<file path="src/rtl/seq_divider_pkg.sv">
// rtl/seq_divider_pkg.sv - shared widths, FSM encoding and constants for the sequential divider
package seq_divider_pkg;

    localparam int DIV_WIDTH = 16;
    localparam int DIV_CNT_W = $clog2(DIV_WIDTH) + 1;

    typedef enum logic [2:0] {
        ST_IDLE     = 3'd0,
        ST_LOAD_DVS = 3'd1,
        ST_CHECK    = 3'd2,
        ST_ITER     = 3'd3,
        ST_FIX      = 3'd4,
        ST_DONE     = 3'd5
    } state_e;

    // Quotient reported for a zero divisor has every bit set
    localparam logic DBZ_QUOTIENT_BIT = 1'b1;
    localparam logic [DIV_WIDTH-1:0] DBZ_QUOTIENT = {DIV_WIDTH{DBZ_QUOTIENT_BIT}};

endpackage

</file>
<file path="src/rtl/seq_divider_datapath.sv">
// rtl/seq_divider_datapath.sv - restoring-division registers, subtractor, sign fix and counter (SEQ_DIVIDER_SIGNED_EN)
module seq_divider_datapath
    import seq_divider_pkg::*;
#(
    parameter int WIDTH = DIV_WIDTH,
    parameter int CNT_W = $clog2(WIDTH) + 1
) (
    input  logic             clk_i,
    input  logic             rst_i,
    input  logic [WIDTH-1:0] data_i,
    input  logic             ld_dvd_i,
    input  logic             ld_dvs_i,
    input  logic             check_i,
    input  logic             iter_i,
    input  logic             fix_i,
    output logic             m_zero_o,
    output logic             cnt_last_o,
    output logic             div_by_zero_o,
    output logic [WIDTH-1:0] quotient_o,
    output logic [WIDTH-1:0] remainder_o
);

    logic [WIDTH:0]   a_q, a_d;
    logic [WIDTH-1:0] q_q, q_d;
    logic [WIDTH-1:0] m_q, dvd_q;
    logic [WIDTH-1:0] quotient_q, remainder_q;
    logic [CNT_W-1:0] cnt_q;
    logic             qneg_q, rneg_q, dbz_q;

    logic             dvd_neg, dvs_neg;
    logic [WIDTH-1:0] dvd_mag, dvs_mag;
    logic [WIDTH+1:0] a_sh, trial;
    logic [WIDTH-1:0] quot_fix, rem_fix;

`ifdef SEQ_DIVIDER_SIGNED_EN
    assign dvd_neg = dvd_q[WIDTH-1];
    assign dvs_neg = m_q[WIDTH-1];
    assign dvd_mag = dvd_neg ? -dvd_q : dvd_q;
    assign dvs_mag = dvs_neg ? -m_q : m_q;
`else
    assign dvd_neg = 1'b0;
    assign dvs_neg = 1'b0;
    assign dvd_mag = dvd_q;
    assign dvs_mag = m_q;
`endif

    // Sign restoration; the negate flags are constant zero in the unsigned build
    assign quot_fix = qneg_q ? -q_q : q_q;
    assign rem_fix  = rneg_q ? -a_q[WIDTH-1:0] : a_q[WIDTH-1:0];

    // One restoring step: shift {A,Q}, trial-subtract M, keep the difference when non-negative
    always_comb begin
        a_sh  = {a_q, q_q[WIDTH-1]};
        trial = a_sh - {2'b00, m_q};
        a_d   = a_sh[WIDTH:0];
        q_d   = {q_q[WIDTH-2:0], 1'b0};
        if (!trial[WIDTH+1]) begin
            a_d    = trial[WIDTH:0];
            q_d[0] = 1'b1;
        end
    end

    // Datapath registers, each loaded only by its control strobe
    always_ff @(posedge clk_i or posedge rst_i) begin
        if (rst_i) begin
            a_q         <= '0;
            q_q         <= '0;
            m_q         <= '0;
            dvd_q       <= '0;
            cnt_q       <= '0;
            qneg_q      <= 1'b0;
            rneg_q      <= 1'b0;
            dbz_q       <= 1'b0;
            quotient_q  <= '0;
            remainder_q <= '0;
        end else begin
            if (ld_dvd_i) begin
                dvd_q <= data_i;
                dbz_q <= 1'b0;
            end
            if (ld_dvs_i) begin
                m_q <= data_i;
            end
            if (check_i) begin
                if (m_q == '0) begin
                    quotient_q  <= {WIDTH{DBZ_QUOTIENT_BIT}};
                    remainder_q <= dvd_q;
                    dbz_q       <= 1'b1;
                end else begin
                    a_q    <= '0;
                    q_q    <= dvd_mag;
                    m_q    <= dvs_mag;
                    cnt_q  <= CNT_W'(WIDTH);
                    qneg_q <= dvd_neg ^ dvs_neg;
                    rneg_q <= dvd_neg;
                end
            end
            if (iter_i) begin
                a_q   <= a_d;
                q_q   <= q_d;
                cnt_q <= cnt_q - CNT_W'(1);
            end
            // A zero divisor already loaded its results in CHECK
            if (fix_i && !dbz_q) begin
                quotient_q  <= quot_fix;
                remainder_q <= rem_fix;
            end
        end
    end

    assign m_zero_o      = (m_q == '0);
    assign cnt_last_o    = (cnt_q == CNT_W'(1));
    assign div_by_zero_o = dbz_q;
    assign quotient_o    = quotient_q;
    assign remainder_o   = remainder_q;

endmodule

</file>
<file path="src/rtl/seq_divider.sv">
// rtl/seq_divider.sv - sequential restoring divider top with control FSM (SEQ_DIVIDER_SIGNED_EN selects signed mode)
module seq_divider
    import seq_divider_pkg::*;
#(
    parameter int WIDTH = DIV_WIDTH,
    parameter int CNT_W = $clog2(WIDTH) + 1
) (
    input  logic             clk,
    input  logic             rst,
    input  logic             start,
    input  logic [WIDTH-1:0] data_in,
    output logic             busy,
    output logic             done,
    output logic             div_by_zero,
    output logic [WIDTH-1:0] quotient,
    output logic [WIDTH-1:0] remainder
);

    state_e state_q;
    logic   busy_q, done_q;
    logic   m_zero, cnt_last;

    // Control FSM; a zero divisor also leaves through FIX so both paths exit from one state
    always_ff @(posedge clk or posedge rst) begin
        if (rst) begin
            state_q <= ST_IDLE;
            busy_q  <= 1'b0;
            done_q  <= 1'b0;
        end else begin
            done_q <= 1'b0;
            case (state_q)
                ST_IDLE: begin
                    if (start) begin
                        state_q <= ST_LOAD_DVS;
                        busy_q  <= 1'b1;
                    end
                end
                ST_LOAD_DVS: state_q <= ST_CHECK;
                ST_CHECK:    state_q <= m_zero ? ST_FIX : ST_ITER;
                ST_ITER: begin
                    if (cnt_last) begin
                        state_q <= ST_FIX;
                    end
                end
                ST_FIX: begin
                    state_q <= ST_DONE;
                    busy_q  <= 1'b0;
                    done_q  <= 1'b1;
                end
                ST_DONE:     state_q <= ST_IDLE;
                default:     state_q <= ST_IDLE;
            endcase
        end
    end

    seq_divider_datapath #(
        .WIDTH (WIDTH),
        .CNT_W (CNT_W)
    ) u_datapath (
        .clk_i         (clk),
        .rst_i         (rst),
        .data_i        (data_in),
        .ld_dvd_i      ((state_q == ST_IDLE) && start),
        .ld_dvs_i      (state_q == ST_LOAD_DVS),
        .check_i       (state_q == ST_CHECK),
        .iter_i        (state_q == ST_ITER),
        .fix_i         (state_q == ST_FIX),
        .m_zero_o      (m_zero),
        .cnt_last_o    (cnt_last),
        .div_by_zero_o (div_by_zero),
        .quotient_o    (quotient),
        .remainder_o   (remainder)
    );

    assign busy = busy_q;
    assign done = done_q;

endmodule

</file>
<file path="config.mk">
export PLATFORM = sky130hd
export DESIGN_NAME = seq_divider
export DESIGN_NICKNAME = d
export VERILOG_FILES = /design/src/rtl/seq_divider_pkg.sv /design/src/rtl/seq_divider_datapath.sv /design/src/rtl/seq_divider.sv
export SDC_FILE = /design/constraint.sdc
export NUM_CORES = 1
export LEC_CHECK = 0
export BUFFER_PORTS_ARGS = -buffer_cell sky130_fd_sc_hd__buf_4
export CAP_MARGIN = 5
export CORE_MARGIN = 3
export CORE_UTILIZATION = 53
export DETAILED_ROUTE_END_ITERATION = 16
export PLACE_DENSITY = 0.76
export SKIP_CTS_REPAIR_TIMING = 1
export SLEW_MARGIN = 20
export SYNTH_ARGS = -nofsm -noshare
export SYNTH_HDL_FRONTEND = slang
export SYNTH_SLANG_ARGS = --single-unit
export TNS_END_PERCENT = 50
</file>
<file path="constraint.sdc">
create_clock -name clk -period 3.8 [get_ports clk]
set_input_delay 0.76 -clock clk [delete_from_list [all_inputs] [get_ports clk]]
set_output_delay 0.76 -clock clk [all_outputs]
set_load 0.005 [all_outputs]
</file>
---- Yosys cells after proc, flatten, opt, wreduce, memory -nomap -nowiden ----
Cells that the tools add are included.
word-level totals
  flip-flop bits (word level) ............. 108
  input bits .............................. 19
  output and inout bits ................... 35
  logic and storage cells ................. 65
operators by class
  add/sub/neg operators ................... 2
  equal/unequal tests ..................... 9
  mux-type cells .......................... 30
  reduce and logical (&&, ||, !) cells .... 13
operators by type and width
  cell                                              number
  two-way mux 16 bit                                12
  two-way mux 17 bit                                4
  subtractor 18 x 16 -> 18 bit                      1
  logical NOT 16 bit                                1
  two-way mux 5 bit                                 3
  one-hot mux 3 bit (5 select lines)                1
  two-way mux 3 bit                                 3
  AND reduction 2 bit                               4
  nonzero test 2 bit                                4
  == test 3 x 2 -> 1 bit, second input constant     2
  two-way mux 1 bit                                 6
  != test 2 bit, second input constant              3
  == test 5 x 1 -> 1 bit, second input constant     1
  subtractor 5 x 1 -> 5 bit, second input constant  1
  == test 3 x 1 -> 1 bit, second input constant     1
  == test 3 bit, second input constant              1
  logical NOT 3 bit                                 1
  logical AND 1 bit                                 2
  != test 2 x 1 -> 1 bit, second input constant     1
  one-hot mux 1 bit (2 select lines)                1
  logical NOT 1 bit                                 1

---- Depth between registers and ports, before layout ----
  word-level depth ........................ 5
  mapped depth ............................ 11
  mapped depth without buffers ............ 10

---- Hierarchy ----
From an unflattened synthesis, not the netlist that was laid out.
second synthesis, totals
  cell total of the unflattened synthesis .. 560
  area total of the unflattened synthesis .. 5659.2 um^2
by module, submodules not included
  module                times used  cells each  area an instance (um^2)  sequential area each (um^2)
  seq_divider_datapath  1           536         5385.2                   2577.5
  seq_divider           1           24          274.0                    125.1

---- Least setup slack after synthesis ----
OpenSTA, ideal clock, no wires.
  path kind ............................... register to register
  start point ............................. register u_datapath.a_q[3]
  end point ............................... register u_datapath.a_q[0]
  setup time .............................. 0.077 ns
  arrival time ............................ 2.318 ns
  data required time ...................... 3.723 ns
  setup slack ............................. 1.406 ns
  cell stages (with the launch flop) ...... 10
  path buffers ............................ 1
  period minus slack after synthesis ...... 2.394 ns
  cells stage by stage .................... dfrtp_1 -> ha_1 -> a21o_1 -> a31oi_2 -> a21oi_2 -> a2111o_1 -> nand4_4 -> buf_12 -> mux2_4 -> o21ai_1
on the way
  cells in the longest elaborated chain, start to end .. 3
ends and longest elaborated chain
  what                          line                        RTL
  start, declared               seq_divider_datapath.sv:23  logic [WIDTH:0] a_q, a_d;
  start signal, assigned        seq_divider_datapath.sv:66  a_q <= '0;
  start signal, assigned        seq_divider_datapath.sv:90  a_q <= '0;
  start signal, assigned        seq_divider_datapath.sv:99  a_q <= a_d;
  subtractor 18 x 16 -> 18 bit  seq_divider_datapath.sv:54  trial = a_sh - {2'b00, m_q};
  two-way mux 17 bit            seq_divider_datapath.sv:57  if (!trial[WIDTH+1]) begin
  two-way mux 17 bit            seq_divider_datapath.sv:98  if (iter_i) begin
Every way passes these cells.
A chain may end at the register's enable or synchronous reset.

---- Worst setup path after layout ----
  start point ............................. register u_datapath.m_q[4] (netlist: u_datapath.dvs_mag[4])
  end point ............................... register u_datapath.a_q[1]
on the way
  cells in the longest elaborated chain, start to end .. 3
  elaborated cells between the ends (all ways) .. 6
  those cells by class .................... add/sub (1); eq/ne (1); mux (2); reduce/logical (2)
ends and longest elaborated chain
  what                                                                       line                                                    RTL
  start, declared                                                            seq_divider_datapath.sv:25                              logic [WIDTH-1:0] m_q, dvd_q;
  start signal, assigned                                                     seq_divider_datapath.sv:82                              m_q <= data_i;
  start signal, assigned                                                     seq_divider_datapath.sv:92                              m_q <= dvs_mag;
  subtractor 18 x 16 -> 18 bit / logical NOT 16 bit (equally long branches)  seq_divider_datapath.sv:54, seq_divider_datapath.sv:85
  two-way mux 17 bit / != test 2 x 1 -> 1 bit (equally long branches)        --
  two-way mux 17 bit / AND reduction 2 bit (equally long branches)           --
Several ways; a longest one is shown, not always the timed one.

==> out/metrics.cfg <==
[power]
switching_share=0.426
p_total_w=0.00593
comb_power_share=0.495
ir_worst_vdd_mv=0.446
power_switching_w=0.00252
p_clk_frac=0.139
seqPwrFrac=0.366
p_int_w=0.00341
leakage_nw=2.85
power_density_nw_per_um2=957

[floorplanning]
pin_count=54
core_um2=9860
initial_core_util=0.552
rows=36
die-width_um=107
die-height_um=107
dieArea_um2=11500

[global_route]
met3_usage=0.0450
grt_pass1_vias=4151
grt_busiest_layer=met2
overflow=0
antenna_found_initial=0
grt_util_met1=0.339
grt_start_max_net_pins=85
grtUsageTotal=0.239
use_met2=0.377
grt_pass1_wl_mm=21.4

[timing]
post-route-period-util=0.730
worst_pin_slew_ns=1.06
skew_ns=0.0155
setup_viol=0
min_period_ns=2.77
rsz0062_at_grt=no
timing.fmax_mhz=361
finalSetupTns_ns=0
finalMaxSlewViolations=0
hold_violations=0
max_slew_margin=0.294

[finish]
final_common_cell=dfrtp_1
final_cell_mix=dfrtp_1 (108), nand2_1 (93), buf_4 (62)
final_util=0.628
design_area_um2=6200
num_antenna_cells=0
layout.nets=642
area_growth_pct=13.9
drive_above_1_share=0.167

[setup_path]
startpoint_type=register
path_max_fanout=23
arrival_ns=3.07
crit_slowest_cell=a2111o_1
criticalPathCategory=register to register
critPathBufInv=1
cp.required_ns=4.10
path_cells=inv_1 > ha_1 > a21o_1 > a31oi_2 > a21oi_2 > a2111o_1 > nand4_4 > mux2_1 > o21ai_1
reg2reg_slack_ns=1.03
cp_slowest_stage_delay_ns=0.48
worstSetupEndpointType=register
critical-path-top-delay-family=compound AO/OA/AOI/OAI gates

[routing]
drt_pass1_iterations=4
drt-total-wl_mm=13.3
drtIter0Drc=283
ant_nets=0
num_vias=4277
viasPerCell=5.76
post_drt_wl_per_cell_um=17.9
remaining_drc_errors=0

[synth]
synth-edff-count=0
syn_nets=600
async_flop_share=1.00
syn_inst=562
synthFlopType=dfrtp_1
syn_area_um2=5440
synth_cell_type_count=56
seq_area_frac_synth=0.496
synth_seq_cells=108
ys_warn_count=0
synth_area_per_cell_um2=9.69

[clocking]
cts_made_buffers=9
cts_sinks=108
htreeDepth=3
cts_root_buf=clkbuf_8
worstSkewPairLatency_ns=0.38
ctsLongestPathBuffers=2
cts_tree=done
clk_pin_slew_ns=0.11

[placed_design]
place_congestion=0.888
hpwlAfterDp_mm=9.50
port-buffer-count=53
postPlaceCellArea_um2=5950

[job]
drv_cap=0

[status]
status=finished, final reports clean

[hold_path]
hp-class=input port to async pin

[final cells by class]
type                    count  area (um^2)
fillers                   835         3670
clock buffers              12          165
repair buffers             62          465
clock inverters             4         78.8
multi-input cells         399         2520
inverters                  24         95.1
well taps                 133          166
flip-flops and latches    108         2700
[metrics by stage]
step / std cells / setup WS, ns / hold WS, ns
2_1_floorplan: 562 / 0.194 / 0.472
3_3_place_gp: 726 / 1.15 / 0.463
3_5_place_dp: 726 / 1.08 / 0.468
4_1_cts: 742 / 1.03 / 0.492
5_1_grt: 742 / 0.888 / 0.518
6_report: 742 / 1.03 / 0.485
[metal layers]
layer,up-vias,part of all wire
met5,-,0
met4,0,0.019
met3,19,0.050
met2,112,0.48
met1,2103,0.45
li1,2043,-
[cell families after synthesis]
| kind of cell | synth area share |
|---|---|
| and+or+nand+nor | 0.150 |
| AOI/OAI and AO/OA | 0.153 |
| DFF | 0.496 |
| buffers and inverters | 0.0434 |
| muxes | 0.0878 |
| adders and majority gates | 0.0450 |
| xor gates and xnor gates | 0.0241 |
[final timing paths]
| kind | start | to | cells after the start |
|---|---|---|---|
| worst max-delay path | u_datapath.dvs_mag[4] | u_datapath.a_q[1] | 9 |
| worst min-delay path | rst | u_datapath.div_by_zero_o | 2 |
| worst max register to register | u_datapath.dvs_mag[4] | u_datapath.a_q[1] | 9 |
| worst min register to register | busy | busy | 1 |
| max in group asynchronous | rst | u_datapath.dvs_mag[2] | 3 |
| min in group clk | busy | busy | 1 |
[cells in the mapped netlist (2+ instances only)]
cell type | number | area share
o22ai_1 | 2 | 0.0023
nor3_1 | 6 | 0.0055
mux2_2 | 14 | 0.029
mux2i_1 | 26 | 0.048
o21ai_0 | 44 | 0.040
and3_1 | 3 | 0.0034
o31ai_1 | 3 | 0.0041
nand2b_1 | 2 | 0.0023
nand3_1 | 15 | 0.014
or3_1 | 2 | 0.0023
a21o_1 | 7 | 0.0097
nor2_1 | 42 | 0.029
o21a_1 | 4 | 0.0055
buf_2 | 2 | 0.0018
nor4_1 | 4 | 0.0046
dfrtp_1 | 108 | 0.50
a31oi_1 | 17 | 0.020
xnor2_1 | 9 | 0.014
a32oi_1 | 5 | 0.0080
xor2_1 | 6 | 0.0097
nand3b_1 | 2 | 0.0028
o21ai_1 | 25 | 0.023
ha_1 | 18 | 0.041
nor2b_1 | 3 | 0.0034
o2111ai_1 | 2 | 0.0032
a21oi_1 | 14 | 0.013
or4_1 | 2 | 0.0028
nand2_1 | 93 | 0.064
a21oi_2 | 2 | 0.0032
nand4_1 | 2 | 0.0023
o41ai_1 | 2 | 0.0032
mux2_1 | 4 | 0.0083
clkbuf_1 | 26 | 0.018
inv_1 | 24 | 0.017
[flip-flops by register name, indices dropped and copies added, names as in the netlist]
signal and count:
busy 1, u_datapath.remainder_o 16, u_datapath.dvd_mag 16, done 1
state_q 3, u_datapath.div_by_zero_o 1, u_datapath.a_q 17, u_datapath.q_q 16
u_datapath.dvs_mag 16, u_datapath.quotient_o 16, u_datapath.cnt_q 5
[power by group through the flow]
stage / Clock (W) / Sequential, W / Combinational (W)
after floorplan: 0 / 0.00200 / 0.00220
after global placement: 0 / 0.00214 / 0.00283
after detailed placement: 0 / 0.00217 / 0.00290
after CTS: 0.000840 / 0.00216 / 0.00293
after global routing: 0.000878 / 0.00224 / 0.00328
final: 0.000827 / 0.00217 / 0.00293
Power figures use the tool's default switching activity.
